$ cat src/rtl/stream_pkg.sv
// rtl/stream_pkg.sv - shared stream types and sizing helpers
//
// Purpose: common data width, data word type and the pointer-width helper
// used by sender_fifo and fifo_mem.
package stream_pkg;

  localparam int DATA_W_DEF = 8;

  typedef logic [DATA_W_DEF-1:0] data_t;

  // Index width for a power-of-two depth; pointers add one wrap bit on top.
  function automatic int clog2_depth(input int depth);
    return $clog2(depth);
  endfunction

endpackage

$ cat src/rtl/fifo_mem.sv
// rtl/fifo_mem.sv - DEPTH x DATA_W register array, sync write, async read
//
// Ports:
//   clk    in   clock, write on posedge
//   we     in   write enable
//   waddr  in   write index
//   wdata  in   write data
//   raddr  in   read index
//   rdata  out  combinational read of mem[raddr]
module fifo_mem
  import stream_pkg::*;
#(
  parameter int DATA_W = DATA_W_DEF,
  parameter int DEPTH  = 8,
  parameter int AW     = clog2_depth(DEPTH)
) (
  input  logic              clk,
  input  logic              we,
  input  logic [AW-1:0]     waddr,
  input  logic [DATA_W-1:0] wdata,
  input  logic [AW-1:0]     raddr,
  output logic [DATA_W-1:0] rdata
);

  // Storage is never reset: validity is tracked by the pointers upstream.
  logic [DATA_W-1:0] mem [DEPTH];

  always_ff @(posedge clk) begin
    if (we) begin
      mem[waddr] <= wdata;
    end
  end

  assign rdata = mem[raddr];

endmodule

$ cat src/rtl/sender_fifo.sv
// rtl/sender_fifo.sv - first-word-fall-through ready/valid FIFO ahead of the sender
//
// Ports:
//   clk          in   clock, all logic on posedge
//   rst          in   synchronous active-high reset
//   flush        in   synchronous clear of contents (rst wins)
//   in_data      in   write data
//   in_valid     in   write request
//   in_ready     out  FIFO can accept (not full)
//   out_data     out  head word, valid while out_valid=1
//   out_valid    out  head word valid (not empty)
//   out_ready    in   sender accepts head word
//   count        out  occupancy, 0..DEPTH
//   almost_full  out  count >= AF_LEVEL
//   overflow     out  sticky: write attempted while full, cleared by rst only
module sender_fifo
  import stream_pkg::*;
#(
  parameter int DATA_W   = DATA_W_DEF,
  parameter int DEPTH    = 8,
  parameter int AF_LEVEL = DEPTH - 2
) (
  input  logic                        clk,
  input  logic                        rst,
  input  logic                        flush,
  input  logic [DATA_W-1:0]           in_data,
  input  logic                        in_valid,
  output logic                        in_ready,
  output logic [DATA_W-1:0]           out_data,
  output logic                        out_valid,
  input  logic                        out_ready,
  output logic [clog2_depth(DEPTH):0] count,
  output logic                        almost_full,
  output logic                        overflow
);

  localparam int AW = clog2_depth(DEPTH);
  localparam int PW = AW + 1;

  logic [PW-1:0] wr_ptr;
  logic [PW-1:0] rd_ptr;
  logic [PW-1:0] count_q;
  logic          overflow_q;
  logic          empty;
  logic          full;
  logic          push;
  logic          pop;

  // Extra MSB distinguishes full from empty when the index bits match.
  assign empty = (wr_ptr == rd_ptr);
  assign full  = (wr_ptr[AW-1:0] == rd_ptr[AW-1:0]) && (wr_ptr[AW] != rd_ptr[AW]);

  // Flags come only from registered state, so no input reaches an output
  // combinationally.
  assign in_ready    = !full;
  assign out_valid   = !empty;
  assign count       = count_q;
  assign almost_full = (count_q >= PW'(AF_LEVEL));
  assign overflow    = overflow_q;

  assign push = in_valid && in_ready;
  assign pop  = out_valid && out_ready;

  fifo_mem #(
    .DATA_W (DATA_W),
    .DEPTH  (DEPTH),
    .AW     (AW)
  ) u_mem (
    .clk   (clk),
    .we    (push && !flush),
    .waddr (wr_ptr[AW-1:0]),
    .wdata (in_data),
    .raddr (rd_ptr[AW-1:0]),
    .rdata (out_data)
  );

  always_ff @(posedge clk) begin
    if (rst) begin
      wr_ptr     <= '0;
      rd_ptr     <= '0;
      count_q    <= '0;
      overflow_q <= 1'b0;
    end else begin
      // A rejected write is recorded even in a flush cycle; flush never
      // clears the sticky flag.
      if (in_valid && !in_ready) begin
        overflow_q <= 1'b1;
      end

      if (flush) begin
        // Any push or pop coincident with flush is discarded.
        wr_ptr  <= '0;
        rd_ptr  <= '0;
        count_q <= '0;
      end else begin
        if (push) begin
          wr_ptr <= wr_ptr + 1'b1;
        end
        if (pop) begin
          rd_ptr <= rd_ptr + 1'b1;
        end
        case ({push, pop})
          2'b10:   count_q <= count_q + 1'b1;
          2'b01:   count_q <= count_q - 1'b1;
          default: count_q <= count_q;
        endcase
      end
    end
  end

endmodule

$ cat config.mk
export PLATFORM = sky130hd
export DESIGN_NAME = sender_fifo
export DESIGN_NICKNAME = d
export VERILOG_FILES = /design/src/rtl/stream_pkg.sv /design/src/rtl/fifo_mem.sv /design/src/rtl/sender_fifo.sv
export SDC_FILE = /design/constraint.sdc
export NUM_CORES = 1
export LEC_CHECK = 0
export CAP_MARGIN = 20
export CORE_MARGIN = 10
export CORE_UTILIZATION = 57
export DETAILED_ROUTE_END_ITERATION = 8
export GPL_TIMING_DRIVEN = 0
export PLACE_DENSITY = 0.85
export SLEW_MARGIN = 10
export SYNTH_ARGS = -nofsm -noshare
export SYNTH_HDL_FRONTEND = slang
export SYNTH_HIERARCHICAL = 1
export SYNTH_SLANG_ARGS = --single-unit
$ cat constraint.sdc
create_clock -name clk -period 3.2 [get_ports clk]
set_clock_uncertainty 0.15 [all_clocks]
set_input_delay 0.48 -clock clk [delete_from_list [all_inputs] [get_ports clk]]
set_output_delay 0.48 -clock clk [all_outputs]
set_load 0.1 [all_outputs]
## Yosys cells after proc, flatten, opt, wreduce, memory -nomap -nowiden

Memory sizes are Yosys's and may differ from the RTL's. A register that Yosys moved wholly into a read port is not among the register bits.
Index checks and enable logic that the tools add are counted.

- Logic and storage cells: 30
- Bits in registers: 13
- Output and inout port bits: 16
- Memories: 1
- Input bits: 13
- RAM bits: 64

Memories:

| memory | depth | bits a word | read ports | clocked after memory_dff | write ports | RTL line | source |
|---|---|---|---|---|---|---|---|
| u_mem.mem | 8 | 8 | 1 | 1 | 1 | fifo_mem.sv:26 | `logic [DATA_W-1:0] mem [DEPTH];` |

- Equality and inequality tests: 5
- Magnitude comparators: 1
- Reductions and logical operators: 10
- $add $sub $neg: 4
- Muxes and demuxes: 5

Operators with widths:

| kind | number |
|---|---|
| 4-bit by 1-bit adder with 4-bit output (second input constant) | 3 |
| 4-bit one-hot mux with 2 select lines | 1 |
| 3-bit 2-to-1 mux | 2 |
| 1-bit logical AND | 5 |
| 4-bit == test | 1 |
| 4-bit by 3-bit greater-or-equal comparator with 1-bit output (second input constant) | 1 |
| 4-bit by 1-bit subtractor with 4-bit output (second input constant) | 1 |
| 3-bit == test | 1 |
| 1-bit logical NOT | 3 |
| 2-bit by 1-bit == test with 1-bit output (second input constant) | 1 |
| 2-bit == test (second input constant) | 1 |
| 1-bit 2-to-1 mux | 2 |
| 2-bit nonzero test | 1 |
| 2-bit OR reduction | 1 |
| 1-bit != test | 1 |

## Depth between registers and ports, before layout

- Word-level depth: 7
- Depth in mapped cells: 10
- Mapped depth without buffers: 10

## Modules after synthesis

Netlist, hierarchy kept.

Modules (own cells, without submodules):

| module | cells an instance | instances | seq. area each (um^2) | area an instance (um^2) |
|---|---|---|---|---|
| fifo_mem | 106 | 1 | 1921.8 | 2531.2 |
| sender_fifo | 88 | 1 | 260.2 | 783.3 |

## Worst setup path after synthesis

No wires, ideal clock.

- Path type: reg2reg
- Start: register wr_ptr[1]
- End: register count_q[3] (netlist: count[3])
- Arrival time: 2.244 ns
- Path buffers: 0
- Path slack: 0.679 ns
- Stages on the path, launching flop included: 10
- Setup time: 0.127 ns
- Clock period less this slack: 2.521 ns
- Required time: 2.923 ns
- Cells stage by stage: dfxtp_1 > xor2_2 > o41ai_4 > inv_1 > ha_1 > ha_1 > nand3_1 > and4b_1 > o21ai_0 > o31ai_1

- Elaborated cells on any way between the ends: 11
- Classes of those cells: 4 x eq/ne; 1 x mux; 6 x reduce/logical

RTL lines:

| element | RTL line | source |
|---|---|---|
| from (decl) | sender_fifo.sv:40 | `logic [PW-1:0] wr_ptr;` |
| from (signal assigned) | sender_fifo.sv:97 | `wr_ptr <= wr_ptr + 1'b1;` |
| 4-bit == test * | sender_fifo.sv:50 | `assign empty = (wr_ptr == rd_ptr);` |
| 1-bit logical NOT * | sender_fifo.sv:56 | `assign out_valid = !empty;` |
| 1-bit logical AND * | sender_fifo.sv:62 | `assign pop = out_valid && out_ready;` |
| via pop | sender_fifo.sv:47 | `logic pop;` |
| 2-bit by 1-bit == test with 1-bit output / 2-bit == test (equally long branches) | sender_fifo.sv:102 | `case ({push, pop})` |
| 4-bit one-hot mux with 2 select lines / 2-bit nonzero test (equally long branches) | n/a |  |
| to (signal assigned) | sender_fifo.sv:103 | `2'b10: count_q <= count_q + 1'b1;` |
| to (signal assigned) | sender_fifo.sv:104 | `2'b01: count_q <= count_q - 1'b1;` |
| to (signal assigned) | sender_fifo.sv:105 | `default: count_q <= count_q;` |
| to (decl) | sender_fifo.sv:42 | `logic [PW-1:0] count_q;` |

The timed path passes the listed nets; every way through them passes the cells marked *.
A chain may end at the register's enable or synchronous reset.

==> qor_table.md <==
| Quantity | This run | Unit |
| --- | --- | --- |
| Crit path DAT | 2.49 | ns |
| Global placement routability congestion | 0.7393 | - |
| Maximum Capacitance Violations | 0 | - |
| Number of enable-type register cells in the synthesized netlist | 64 | - |
| Pre-CTS worst setup slack | -0.2048 | ns |
| Endpoint with the worst hold slack | overflow | - |
| Final setup slack of the worst path | 0.07624 | ns |
| Core ar. | 5574 | um^2 |
| Detailed-route via count | 1770 | - |
| Total clock sinks | 77 | - |
| Count of antenna diodes in the layout | 0 | - |
| Number of search-and-repair iterations in the first detailed-routing pass | 4 | - |
| FF-to-FF End | count[3] | - |
| Detailed placer's ending HPWL | 3952 | um |
| Leak pwr | 1.322 | nW |
| Detailed Route WL | 5975 | um |
| Total placed instance area | 3700 | um^2 |
| Layout cells sized above 1 | 19.17 | % |
| Gate Count Post-Synth | 194 | - |
| Count of endpoints failing hold in the final timing report | 0 | - |
| Clk root buf | sky130_fd_sc_hd__clkbuf_8 | - |
| TritonCTS clock tree | done | - |
| Actual slew at the worst max-slew pin | 0.9682 | ns |
| Global route total overflow | 0 | - |
| Nature of the critical path endpoint | primary output | - |
| Top library cells by usage in the layout, fill and taps aside | sky130_fd_sc_hd__edfxtp_1, sky130_fd_sc_hd__nor2_1, sky130_fd_sc_hd__clkdlybuf4s50_1 | - |
| Synth async-reset ratio | 0 | % |
| Share of the synthesized area in the top cell type | 57.98 | % |
| Synthesis warning total | 6 | - |
| Ys flop type | sky130_fd_sc_hd__edfxtp_1 | - |
| FILL cells | 364 | - |
| Share of the core filled with cells in the final layout | 69.56 | % |
| Hold path start | overflow | - |
| Max-slew violation count | 0 | - |
| Main area contributors after synthesis | sky130_fd_sc_hd__edfxtp_1, sky130_fd_sc_hd__mux4_1, sky130_fd_sc_hd__dfxtp_1 | - |
| Share of the clock period used by the worst path after layout | 97.62 | % |
| Library cell with the largest summed area after synthesis | sky130_fd_sc_hd__edfxtp_1 | - |
| Worst Hold Depth | 2 | - |
| Starting density of the core | 59.46 | % |
| Final critical path time including I/O delays and setup | 3.124 | ns |
| Yosys cell types | 33 | - |
| Total power after layout | 0.002004 | W |
| Critical setup path kind | reg -> out | - |
| Count of final setup violators | 0 | - |
| Port Buffer Count | 28 | - |
| Remaining antenna violation count | 0 | - |
| Worst Hold Slack | 0.3273 | ns |
| Data required, critical path | 2.57 | ns |
| Worst slew margin relative to its limit | 35.25 | % |
| Die span in y | 96.26 | um |
| Clock network latency to the later pin of the worst-skew pair | 0.35 | ns |
| Rows | 27 | - |
| Number of nets in the layout | 254 | - |
| Clock-pin transition on the worst setup and hold timing paths | 0.08 | ns |
| Most common cell after layout, fill and taps aside | sky130_fd_sc_hd__edfxtp_1 | - |
| Synthesized area divided by synthesized cell count | 17.08 | um^2 |
| Sequential element share of the synthesized area | 65.84 | % |
| GRT Overall Usage | 14.27 | % |
| Minimum setup slack among reg-to-reg paths | 0.44 | ns |
| Die Area | 9265 | um^2 |
| Largest vdd supply drop | 0.0003860 | V |
| Average wire length per cell after detail routing | 19.15 | um |
| CTS Buf Count | 9 | - |
| Number of nets produced by synthesis | 213 | - |
| Number of levels the H-tree was split into | 3 | - |
| Violation count after the first detailed-route iteration | 128 | - |
| Run status | complete, no violations | - |
| Number of remaining DRC errors | 0 | - |
| Number of global-route vias before repair | 1796 | - |
| Highest clock frequency the design can meet | 320.1 | MHz |
| Layout area overhead | 16.99 | % |
| CTS Buffer Depth | 2 | - |
| Vias per inst | 5.673 | - |
| Cell area after layout | 3877 | um^2 |
| Source of the worst register-to-register timing path | wr_ptr[0] | - |
| Path category of the worst min-delay check | reg -> reg | - |
| R2R cell count | 9 | - |
| Sort of element at the start of the critical path | flop | - |
| Maximum number of pins on one net before global-route repair | 16 | - |
| Hold buffers post-CTS | 0 | - |
| Critical Path Start | rd_ptr[0] | - |
| Top-level I/O count | 29 | - |
| Netlist area before placement | 3314 | um^2 |
| Global-route wire length before repair | 9418 | um |
| Number of synthesized register bits | 77 | - |
| Antenna violations before repair | 0 | - |
| Cell area power density | 516.8 | nW/um^2 |
| Width of the die | 96.26 | um |
| RSZ-0062 raised after global routing | false | - |
| Largest fanout of any net on the critical path | 10 | - |
==> report_power, final <==
group	total [W]	switching, W	internal (W)	leakage (nW)
clock network	0.000748	0.000377	0.000370	0.0980
logic	0.000157	0.000108	0.0000487	0.540
registers	0.00110	0.00000694	0.00109	0.683
==> what timing repair did <==
action / CTS / global route
setup endpoints to repair: 10 / 5
buffers inserted: 0 / 0
resized for setup: 29 / 10
cloned: 0 / 0
==> routing by layer <==
metal	wire length (um)	track usage (%)	part of all wire (%)
met1	2557	16.20	43
met5	0	0	0
met3	301	5.214	5.0
met2	3021	23.32	51
met4	95	7.125	1.6
==> final cells by class <==
type	instances	area, um^2	area share (%)
clock inverters	7	82.58	2.130
multi-input cells	103	1055	27.20
plain buffers	7	52.55	1.355
inverters	7	26.28	0.6776
clock buffers	9	123.9	3.195
repair buffers	30	265.3	6.841
flip-flops and latches	77	2182	56.28
well taps	72	90.09	2.323
==> worst max-delay path, cell delays in order, from the launching register on <==
cell and delay [ns]:
sky130_fd_sc_hd__dfxtp_1 0.50, sky130_fd_sc_hd__buf_6 0.21, sky130_fd_sc_hd__buf_12 0.15, sky130_fd_sc_hd__mux4_1 0.53, sky130_fd_sc_hd__mux2_2 0.27, sky130_fd_sc_hd__clkdlybuf4s15_2 0.46
==> through the flow <==
stage,std cells,setup TNS (ns)
2_1_floorplan,194,0
3_3_place_gp,294,-0.8907
3_5_place_dp,296,-1.386
4_1_cts,312,-0.0006128
5_1_grt,312,0
6_report,312,0
==> state kept, by name (all words and copies together) (netlist names) <==
register and count:
overflow 1, u_mem/mem 64, rd_ptr 4, count 4, wr_ptr 4
==> worst max-delay path by stage <==
stage	depth (start not counted)	endpoint	slack, ns
floorplan	9	count[3]	0.68
global placement	5	out_data[2]	-0.15
detailed placement	5	out_data[6]	-0.20
CTS	5	out_data[2]	-0.0006
global route	5	out_data[7]	0.006
finish	5	out_data[7]	0.08
==> synthesized netlist by cell type (all sizes together) (2+ instances only) <==
master and number:
a21oi 5, a31oi 3, buf 4, clkbuf 3, dfxtp 13, edfxtp 64, ha 5, inv 7
mux2 8, mux4 16, nand2 10, nand2b 3, nand3 4, nand4 2, nor2 18, nor3 3
o21ai 5, o41ai 2, or3 4, xor2 8
==> kinds of logic (layout without fill, tap and decap cells) <==
family          count (synthesis)  in the layout  synth area share (%)
flops                          77             77                 65.84
compound gates                 18             18                 4.417
mux                            24             24                 15.29
simple gates                   46             46                 6.569
buf+inv                        14             60                 2.340
xor+xnor                        9              9                 3.058
fa+ha+maj                       6              6                 2.492
(Power assumes the default switching activity.)
